$ cat src/rtl/fifo_drain_pkg.sv
// fifo_drain_pkg: shared state encoding and skid depth for the FIFO drain controller
package fifo_drain_pkg;
  typedef enum logic [1:0] {IDLE = 2'd0, ACTIVE = 2'd1, HALT = 2'd2} state_t;
  localparam int SKID_DEPTH = 2;
endpackage

$ cat src/rtl/drain_skid_buf.sv
// drain_skid_buf: 2-entry in-order buffer absorbing the FIFO read latency
module drain_skid_buf #(
  parameter int WORD_SIZE = 6
) (
  input  logic                 clk,
  input  logic                 reset_L,
  input  logic                 push,
  input  logic                 pop,
  input  logic [WORD_SIZE-1:0] din,
  output logic [1:0]           occ,
  output logic [WORD_SIZE-1:0] head,
  output logic                 not_empty
);
  logic [WORD_SIZE-1:0] tail;
  assign not_empty = occ != 2'd0;
  always_ff @(posedge clk)
    if (!reset_L) begin
      occ  <= 2'd0;
      head <= '0;
      tail <= '0;
    end else begin
      occ <= occ + 2'(push) - 2'(pop);
      if (pop) head <= (push && occ == 2'd1) ? din : tail;
      else if (push && occ == 2'd0) head <= din;
      // tail loads on a fill from one, or on a simultaneous pop and push when full
      if (push && (occ == 2'd2 ? pop : (occ == 2'd1 && !pop))) tail <= din;
    end
endmodule

$ cat src/rtl/fifo_drain_ctrl.sv
// fifo_drain_ctrl: issues FIFO reads, buffers read data, delivers on valid/ready
module fifo_drain_ctrl
  import fifo_drain_pkg::*;
#(
  parameter int WORD_SIZE = 6,
  parameter int CNT_W     = 8
) (
  input  logic                 clk,
  input  logic                 reset_L,
  input  logic                 enable,
  input  logic [WORD_SIZE-1:0] fifo_data_out,
  input  logic                 fifo_empty,
  input  logic                 almost_empty,
  input  logic                 error,
  output logic                 fifo_rd,
  output logic [WORD_SIZE-1:0] data_out,
  output logic                 valid_out,
  input  logic                 ready_in,
  output logic                 low_water,
  output logic [CNT_W-1:0]     word_count,
  output logic                 halted
);
  state_t     state;
  logic       pend, pop;
  logic [1:0] occ;
  logic [2:0] load;
  assign pop  = valid_out & ready_in;
  assign load = 3'(occ) + 3'(pend) - 3'(pop);
  // gated by reset_L so no read escapes while a mid-operation reset is pending
  assign fifo_rd = reset_L && state == ACTIVE && enable && !fifo_empty && !error
                   && load < 3'(SKID_DEPTH);
  drain_skid_buf #(.WORD_SIZE(WORD_SIZE)) u_skid (
    .clk       (clk),
    .reset_L   (reset_L),
    .push      (pend),
    .pop       (pop),
    .din       (fifo_data_out),
    .occ       (occ),
    .head      (data_out),
    .not_empty (valid_out)
  );
  always_ff @(posedge clk)
    if (!reset_L) begin
      state      <= IDLE;
      pend       <= 1'b0;
      word_count <= '0;
      halted     <= 1'b0;
      low_water  <= 1'b0;
    end else begin
      state      <= error ? HALT :
                    (state == IDLE && enable) ? ACTIVE :
                    (state == ACTIVE && !enable) ? IDLE : state;
      pend       <= fifo_rd;
      word_count <= word_count + CNT_W'(pop);
      halted     <= halted | error;
      low_water  <= almost_empty;
    end
endmodule

$ cat config.mk
export PLATFORM = sky130hd
export DESIGN_NAME = fifo_drain_ctrl
export DESIGN_NICKNAME = d
export VERILOG_FILES = /design/src/rtl/fifo_drain_pkg.sv /design/src/rtl/drain_skid_buf.sv /design/src/rtl/fifo_drain_ctrl.sv
export SDC_FILE = /design/constraint.sdc
export NUM_CORES = 1
export LEC_CHECK = 0
export CAP_MARGIN = 10
export CORE_UTILIZATION = 40
export CTS_BUF_LIST = sky130_fd_sc_hd__clkbuf_8
export DETAILED_ROUTE_END_ITERATION = 16
export MAX_ROUTING_LAYER = met4
export PLACE_DENSITY = 0.75
export RECOVER_POWER = 25
export SYNTH_ARGS = -nofsm -noshare
export SYNTH_HDL_FRONTEND = slang
export SYNTH_HIERARCHICAL = 1
export SYNTH_SLANG_ARGS = --single-unit
$ cat constraint.sdc
create_clock -name clk -period 2.3 [get_ports clk]
set_clock_uncertainty 0.05 [all_clocks]
set_input_delay 0.345 -clock clk [delete_from_list [all_inputs] [get_ports clk]]
set_output_delay 0.345 -clock clk [all_outputs]
set_load 0.02 [all_outputs]
---- Word-level counts from Yosys, hierarchy flattened ----
Index checks and enable logic that the tools add are counted.
cells by class
  add/sub/neg operators ................... 5
  magnitude comparators ................... 1
  equality and inequality tests ........... 3
  muxes and demuxes ....................... 7
  bitwise gates (word level) .............. 3
  reductions and logical operators ........ 22
operators by type and width
  cell                number
  $mux 6              3
  $logic_and 1x1->1   11
  $add 8x1->8         1
  $mux 2              3
  $reduce_bool 2->1   3
  $eq 2x1->1 const B  2
  $logic_not 1->1     4
  $logic_not 2->1     2
  $add 2x1->3         1
  $lt 3x2->1 const B  1
  $reduce_bool 3->1   1
  $sub 3x1->3         1
  $add 2x1->2         1
  $eq 2x2->1 const B  1
  $reduce_or 2->1     1
  $sub 2x1->2         1
  $and 1x1->1         1
  $mux 1              1
  $not 1->1           1
  $or 1x1->1          1
word-level totals
  register bits ........................... 27
  input bits .............................. 13
  word-level logic and storage cells ...... 50

---- Logic depth before layout (Yosys ltp) ----
Gate-level depths: netlist (run 1).
  depth after elaboration ................. 6
  depth in mapped cells ................... 8
  gate-level depth less buffers ........... 8

---- Cells and area by module ----
The synthesis (run 1) kept the hierarchy.
modules (own cells, without submodules)
  module           instances  cells each  area each (um^2)  sequential area each (um^2)
  drain_skid_buf   1          79          734.5             280.3
  fifo_drain_ctrl  1          55          568.0             260.2

---- Worst setup path before layout (run 1) ----
Ideal clock, no wire load.
  kind .................................... register to output
  start ................................... register u_skid.occ[1]
  end ..................................... output fifo_rd
  data arrival time ....................... 2701 ps
  required time ........................... 1905 ps
  setup slack ............................. -796 ps
  stages on the path, launching flop included .. 8
  buffers on the path ..................... 0
  cell sequence ........................... dfxtp_1 -> or2_2 -> and2_1 -> ha_1 -> nand2b_1 -> fa_1 -> nand4bb_1 -> nor4_1
on the way
  longest elaborated chain between the ends .. 5
  elaborated cells on any way between the ends .. 6
ends and longest elaborated chain
  item                      RTL line               source
  start: declaration        drain_skid_buf.sv:10   output logic [1:0] occ,
  start signal: assignment  drain_skid_buf.sv:22   occ <= occ + 2'(push) - 2'(pop);
  $reduce_bool 2->1         drain_skid_buf.sv:15   assign not_empty = occ != 2'd0;
  named net valid_out       fifo_drain_ctrl.sv:17  output logic valid_out,
  $and 1x1->1               fifo_drain_ctrl.sv:27  assign pop = valid_out & ready_in;
  named net pop             fifo_drain_ctrl.sv:24  logic pend, pop;
  $sub 3x1->3               fifo_drain_ctrl.sv:28  assign load = 3'(occ) + 3'(pend) - 3'(pop);
  $lt 3x2->1                fifo_drain_ctrl.sv:31  && load < 3'(SKID_DEPTH);
  $logic_and 1x1->1         fifo_drain_ctrl.sv:31
  end: declaration          fifo_drain_ctrl.sv:15  output logic fifo_rd,
The timed path passes the listed nets, and every way through them passes these cells.

---- Worst setup path in the final report (run 1) ----
  start ................................... register u_skid.occ[1]
  end ..................................... output fifo_rd
on the way
  longest elaborated chain between the ends .. 5
  elaborated cells on any way between the ends .. 6
ends and longest elaborated chain
  item               RTL line
  $reduce_bool 2->1  drain_skid_buf.sv:15
  $and 1x1->1        fifo_drain_ctrl.sv:27
  named net pop      fifo_drain_ctrl.sv:24
  $sub 3x1->3        fifo_drain_ctrl.sv:28
  $lt 3x2->1         fifo_drain_ctrl.sv:31
  $logic_and 1x1->1  fifo_drain_ctrl.sv:31
The timed path passes the listed nets, and every way through them passes these cells.

==> results.sh, run 1 <==
export IMPL_ctsHtreeMaxLevel=1
export IMPL_finalNetCount=190
export IMPL_die_y_um=59.1
export IMPL_yosys_register_bits=27
export IMPL_drc=0
export IMPL_seq_area_frac_synth_pct=41.5
export IMPL_syn_avg_cell_area_sq_um=9.72
export IMPL_timing_max_slew_rel_slack_pct=19.0
export IMPL_synth_nets=153
export IMPL_core_sq_um=3080
export IMPL_syn2layout_area_growth_pct=36.5
export IMPL_largest_net_degree_at_the_start_of_global_routing=34
export IMPL_count_of_maximum_capacitance_violations=0
export IMPL_crit_fanout=2
export IMPL_floorplan_die_area_sq_um=3490
export IMPL_final_period_utilization_pct=120
export IMPL_crit_path_cell_trace="or2_4 > and2_4 > ha_4 > nand2b_4 > fa_1 > xor2_1 > nor4_4 > buf_4"
export IMPL_critical_path_reg2reg_endpoint="pend"
export IMPL_static_leakage_power_nw=0.749
export IMPL_clock_transition_at_the_register_clock_pins_on_the_worst_setup_and_hold_paths_after_cts_ns=0.09
export IMPL_min_delay_path_class="flop to flop"
export IMPL_outcome="finished with violations"
export IMPL_layoutNonFillerInstCount=214
export IMPL_timing_critical_path_from="u_skid/occ[1]"
export IMPL_start_kind="flop"
export IMPL_gp_congestion=0.787
export IMPL_worst_r2r_setup_slack_ns=0.13
export IMPL_critical_path_max_stage_delay_ns=0.41
export IMPL_n_fill_cell=276
export IMPL_worstMarginPinSlew_ns=1.21
export IMPL_placement_io_buffers=30
export IMPL_fmax_ghz=0.364
export IMPL_synth_warnings=6
export IMPL_finalHoldViolations=0
export IMPL_synth_async_reset_ratio_pct=0
export IMPL_grt_pass1_vias=1078
export IMPL_area_of_the_multi_input_gates_sq_um=758
export IMPL_total_grt_usage_pct=17.5
export IMPL_finalCriticalPeriod_ns=2.75
export IMPL_first_pass_grt_wire_length_um=4470
export IMPL_die_width_um=59.1
export IMPL_setup_repair_after_global_routing_missed_its_margin="true"
export IMPL_powerDensity_nw_per_um2=723
export IMPL_clock_tree_buffer_depth=2
export IMPL_critPathCaptureType="primary output"
export IMPL_drt_initial_drc_count=25
export IMPL_failed_checks="setup timing"
export IMPL_vias=1083
export IMPL_syn_instance_count=134
export IMPL_cp_data_arrival_time_ns=2.36
export IMPL_grt_antenna_before_repair=0
export IMPL_rr_startpoint="u_skid/occ[1]"
export IMPL_worst_r2r_cell_count=8
export IMPL_hp_start="u_skid/tail[1]"
export IMPL_finish_utilization_pct=57.8
export IMPL_power_ir_vdd_worst_mv=0.397
export IMPL_layout_drive_gt1_share_pct=14.7
export IMPL_hold_path_depth=2
export IMPL_setup_slack_ns=-0.451
export IMPL_diodes_inserted=0
export IMPL_clock_sinks=27
export IMPL_synth_enable_flop_cells=0
export IMPL_design_portCount=31
export IMPL_drt_vias_per_instance=5.06
export IMPL_slew_viol_final=0
export IMPL_setup_viol=1
export IMPL_worstSkewPairLatency_ns=0.27
export IMPL_path_class="flop to primary output"
export IMPL_ff_latch_area_sq_um=546
export IMPL_finalWirelength_um=2620
export IMPL_finalHoldWorstSlack_ns=0.412
export IMPL_place_worst_setup_slack_ns=-0.946
export IMPL_drt_pass1_iterations=4
export IMPL_ys_flop_type="sky130_fd_sc_hd__dfxtp_1"
export IMPL_number_of_clock_buffers_inserted_by_tritoncts=3
export IMPL_clock_tree_from_tritoncts="built"
export IMPL_timing_setup_tns_ns=-0.451
export IMPL_grt_overflow_total=0
export IMPL_critPathRequiredTime_ns=1.90
export IMPL_rows=20
export IMPL_initial_core_util_pct=42.3
export IMPL_cts_root_buf="sky130_fd_sc_hd__clkbuf_8"
export IMPL_detail_route_wl_per_cell_um=12.3
export IMPL_min_delay_worst_endpoint="u_skid/tail[1]"
export IMPL_ant_nets=0
export IMPL_dp_hpwl_um=1900
export IMPL_post_place_cells=208
export IMPL_critPathSlowestCell="sky130_fd_sc_hd__fa_1"
export IMPL_post_synthesis_cell_type_count=37
export IMPL_synth_cell_area_sq_um=1300
==> cell type report <==
class	count	share of cell area, %
multi-input combinational	96	42.6
sequential	27	30.7
timing repair buffer	38	19.9
tap	44	3.10
clock buffer	3	2.32
inverter	5	1.06
clock inverter	1	0.281
==> synth_stat cells (2+ instances only) <==
master | n | area share (%)
sky130_fd_sc_hd__dfxtp_1 | 27 | 41
sky130_fd_sc_hd__xor2_1 | 3 | 2.0
sky130_fd_sc_hd__nor2_1 | 2 | 0.58
sky130_fd_sc_hd__and2_1 | 9 | 4.3
sky130_fd_sc_hd__nor4_1 | 2 | 0.96
sky130_fd_sc_hd__ha_1 | 5 | 4.8
sky130_fd_sc_hd__nand2_1 | 15 | 4.3
sky130_fd_sc_hd__inv_1 | 5 | 1.4
sky130_fd_sc_hd__clkbuf_1 | 3 | 0.86
sky130_fd_sc_hd__a21boi_0 | 5 | 2.9
sky130_fd_sc_hd__o21a_1 | 2 | 1.2
sky130_fd_sc_hd__nand3b_1 | 2 | 1.2
sky130_fd_sc_hd__and3_1 | 5 | 2.4
sky130_fd_sc_hd__xnor2_1 | 2 | 1.3
sky130_fd_sc_hd__nand3_1 | 5 | 1.9
sky130_fd_sc_hd__or3_1 | 5 | 2.4
sky130_fd_sc_hd__mux2i_1 | 10 | 7.7
sky130_fd_sc_hd__o311a_1 | 5 | 3.8
sky130_fd_sc_hd__a211oi_1 | 2 | 1.2
sky130_fd_sc_hd__nand2b_1 | 3 | 1.4
==> layout by cell type (no fill, tap or decap), drive strengths merged, types with 3 or more instances in the layout <==
cell type	synthesis	routed
or3	6	6
and3	6	6
and2	9	9
o311a	5	5
buf	2	8
inv	5	5
dfxtp	27	27
clkdlybuf4s50	0	23
nand2	15	15
ha	5	5
mux2i	10	10
nand3	5	5
xor2	3	3
clkbuf	4	4
dlygate4sd3	0	6
nand2b	3	3
a21boi	6	6
==> flip-flops by register name, summed over array words and instances (netlist names) <==
signal       count
state            2
halted           1
low_water        1
u_skid/occ       2
u_skid/head      6
u_skid/tail      6
pend             1
word_count       8
==> per-stage QoR <==
step,total power (W),cell area (sq um)
floorplan,0.000856,1350
global placement,0.00100,1720
detailed placement,0.00103,1720
CTS,0.00131,1790
global route,0.00136,1780
finish,0.00129,1780
==> how the worst max path moves through the flow <==
stage | cells after the start | slack, ns | to
after global placement | 8 | -0.88 | fifo_rd
final | 8 | -0.45 | fifo_rd
after global routing | 8 | -0.52 | fifo_rd
after detailed placement | 8 | -0.95 | fifo_rd
after floorplan | 7 | -0.26 | fifo_rd
after CTS | 8 | -0.46 | fifo_rd
==> kinds of logic (layout without fill, tap and decap cells) <==
family          count (synthesis)  count (layout)  share of synthesized area, %
simple gates                   58              58                          26.0
flops                          27              27                          41.5
compound gates                 17              17                          11.2
buf+inv                        11              47                          3.84
mux                            10              10                          7.69
fa+ha+maj                       6               6                          6.34
xor+xnor                        5               5                          3.36
==> repair_timing <==
action / CTS / global route
gates cloned: 0 / 0
hold buffers: 0 / 0
resized for setup: 6 / 2
endpoints found under the setup margin: 1 / 2
pin swaps: 6 / 1
setup buffers: 3 / 0
==> metal layers <==
layer	track usage, %	vias up	share of wire, %	wire, um
met5	-	-	0	0
met4	10.2	0	2.0	53
met2	29.9	19	51	1330
met1	19.6	509	44	1160
li1	-	551	-	-
met3	1.97	4	2.8	73
==> critical path, delay by kind of cell, from the launching register on <==
| kind | cells | cell delay (ns) |
|---|---|---|
| flops | 1 | 0.35 |
| buf+inv | 1 | 0.18 |
| simple gates | 4 | 0.72 |
| xor+xnor | 1 | 0.22 |
| fa+ha+maj | 2 | 0.61 |
==> where the power goes <==
group          internal [W]  total, W  switching, W
Sequential         0.000517  0.000540     0.0000225
Clock              0.000121  0.000268      0.000147
Combinational      0.000242  0.000478      0.000236
(Power assumes the default switching activity.)
==> inputs of run 2 (changes only) <==
--- a/config.mk
+++ b/config.mk
@@ -9,8 +9,9 @@
 export CORE_UTILIZATION = 40
 export CTS_BUF_LIST = sky130_fd_sc_hd__clkbuf_8
 export DETAILED_ROUTE_END_ITERATION = 16
+export DONT_BUFFER_PORTS = 1
 export MAX_ROUTING_LAYER = met4
-export PLACE_DENSITY = 0.75
+export PLACE_DENSITY = 0.62
 export RECOVER_POWER = 25
 export SYNTH_ARGS = -nofsm -noshare
 export SYNTH_HDL_FRONTEND = slang
==> results.sh, run 2 (synthesis results as in run 1) <==
export IMPL_mostFrequentLayoutCells="26 x sky130_fd_sc_hd__dfxtp_1, 15 x sky130_fd_sc_hd__nand2_1, 10 x sky130_fd_sc_hd__mux2i_1"
export IMPL_min_delay_path_class="input port to flop"
export IMPL_reg_top3="word_count: 8 flops, u_skid/head: 6 flops, u_skid/tail: 6 flops"
export IMPL_p_sw_share_pct=31.7
export IMPL_setup_viol=1
export IMPL_cp_data_arrival_time_ns=2.37
export IMPL_vias=956
export IMPL_drc=0
export IMPL_post_cts_resized_instances=0
export IMPL_outcome="finished with violations"
export IMPL_layout_drive_gt1_share_pct=15.8
export IMPL_finalCriticalPeriod_ns=2.76
export IMPL_grt_use_met2_pct=22.7
export IMPL_rows=20
export IMPL_fmax_ghz=0.362
export IMPL_floorplan_die_area_sq_um=3490
export IMPL_largest_net_degree_at_the_start_of_global_routing=35
export IMPL_powerDensity_nw_per_um2=807
export IMPL_drt_pass1_iterations=4
export IMPL_clock_tree_buffer_depth=2
export IMPL_clock_transition_at_the_register_clock_pins_on_the_worst_setup_and_hold_paths_after_cts_ns=0.09
export IMPL_core_sq_um=3080
export IMPL_worstMarginPinSlew_ns=0.387
export IMPL_slew_viol_final=0
export IMPL_cts_root_buf="sky130_fd_sc_hd__clkbuf_8"
export IMPL_drt_vias_per_instance=5.22
export IMPL_power_ir_vdd_worst_mv=0.356
export IMPL_ctsHtreeMaxLevel=1
export IMPL_grt_pass1_vias=869
export IMPL_cellInternalPower_w=0.000810
export IMPL_grt_antenna_before_repair=0
export IMPL_post_place_cells=178
export IMPL_ant_nets=0
export IMPL_grt_busiest_layer="met2"
export IMPL_total_power_after_layout_w=0.00119
export IMPL_finalHoldViolations=0
export IMPL_timing_max_slew_rel_slack_pct=74.1
export IMPL_final_common_cell="sky130_fd_sc_hd__dfxtp_1"
export IMPL_layoutNonFillerInstCount=183
export IMPL_start_kind="flop"
export IMPL_gp_congestion=0.823
export IMPL_drt_initial_drc_count=22
export IMPL_syn2layout_area_growth_pct=12.8
export IMPL_finalNetCount=159
export IMPL_grt_overflow_total=0
export IMPL_first_pass_grt_wire_length_um=3750
export IMPL_finalWirelength_um=2420
export IMPL_number_of_clock_buffers_inserted_by_tritoncts=3
export IMPL_placement_io_buffers=0
export IMPL_seqPwrFrac_pct=49.5
export IMPL_clock_tree_from_tritoncts="built"
export IMPL_setup_slack_ns=-0.461
export IMPL_diodes_inserted=0
export IMPL_design_portCount=31
export IMPL_setup_repair_after_global_routing_missed_its_margin="true"
export IMPL_p_clk_share_pct=22.4
export IMPL_finalHoldWorstSlack_ns=0.0846
export IMPL_largest_register_ff_count=8
export IMPL_cts_hold_repair_buffers=0
export IMPL_grtUsageMet1_pct=18.6
export IMPL_p_sw_w=0.000376
export IMPL_final_period_utilization_pct=120
export IMPL_static_leakage_power_nw=0.623
export IMPL_critPathCaptureType="primary output"
export IMPL_crit_fanout=2
export IMPL_clock_sinks=27
export IMPL_worstSkewPairLatency_ns=0.27
export IMPL_gr_usage_met3_pct=2.84
export IMPL_relative_contribution_of_combinational_cells_to_total_power_pct=28.1
export IMPL_die_width_um=59.1
export IMPL_top_register_by_number_of_flip_flops="word_count"
export IMPL_initial_core_util_pct=42.3
export IMPL_detail_route_wl_per_cell_um=13.2
export IMPL_failed_checks="setup timing"
export IMPL_finish_utilization_pct=47.7
export IMPL_path_class="flop to primary output"
export IMPL_die_y_um=59.1
export IMPL_dp_hpwl_um=1780
export IMPL_total_grt_usage_pct=15.1
export IMPL_critPathRequiredTime_ns=1.90
export IMPL_count_of_maximum_capacitance_violations=0
export IMPL_timing_setup_tns_ns=-0.461
[run 2: metrics by stage]
step | setup WS, ns | instance area, sq um
3_5_place_dp | -0.238 | 1420
6_report | -0.461 | 1470
3_3_place_gp | -0.207 | 1420
2_1_floorplan | -0.260 | 1350
4_1_cts | -0.491 | 1470
5_1_grt | -0.557 | 1470
[run 2: area by class of cell]
cell class	instances	area, sq um
clock buffer	3	41.3
multi-input combinational	96	752
tap	44	55.1
inverter	5	18.8
clock inverter	1	5.00
timing repair buffer	7	52.6
sequential	27	544
fill	303	1610
[run 2: worst paths after layout]
| check | slack [ns] | endpoint | from | cells after the start |
|---|---|---|---|---|
| worst max-delay path | -0.46 | fifo_rd | u_skid/occ[1] | 8 |
| worst min register to register | 0.41 | u_skid/tail[2] | u_skid/tail[2] | 2 |
| worst max register to register | 0.12 | pend | u_skid/occ[1] | 7 |
| worst min-delay path | 0.08 | state[0] | error | 1 |
[run 2: repair_timing]
| action | 4_1_cts | 5_1_grt |
|---|---|---|
| pin swaps | 6 | 0 |
| setup buffers | 1 | 0 |
| hold endpoints to repair | 0 | 0 |
| endpoints found under the setup margin | 1 | 1 |
[run 2: worst max-delay path, stage by stage, from the launching register on]
cell,delay [ns]
sky130_fd_sc_hd__dfxtp_4,0.35
sky130_fd_sc_hd__or2_4,0.22
sky130_fd_sc_hd__and2_4,0.17
sky130_fd_sc_hd__ha_4,0.20
sky130_fd_sc_hd__nand2b_4,0.13
sky130_fd_sc_hd__fa_1,0.52
sky130_fd_sc_hd__nand4bb_1,0.17
sky130_fd_sc_hd__nor4_4,0.16
sky130_fd_sc_hd__buf_4,0.17
[run 2: layer usage]
layer  part of all wire, %  vias up
li1                      -      482
met1                    48      448
met2                    46       22
met3                   3.7        4
met4                   1.9        0
met5                     0        -
[run 2: power groups by stage]
stage          clock, W  combinational (W)  sequential (W)
2_1_floorplan         0           0.000249        0.000607
3_3_place_gp          0           0.000313        0.000598
3_5_place_dp          0           0.000324        0.000599
4_1_cts        0.000279           0.000337        0.000588
5_1_grt        0.000303           0.000368        0.000592
6_report       0.000266           0.000333        0.000587
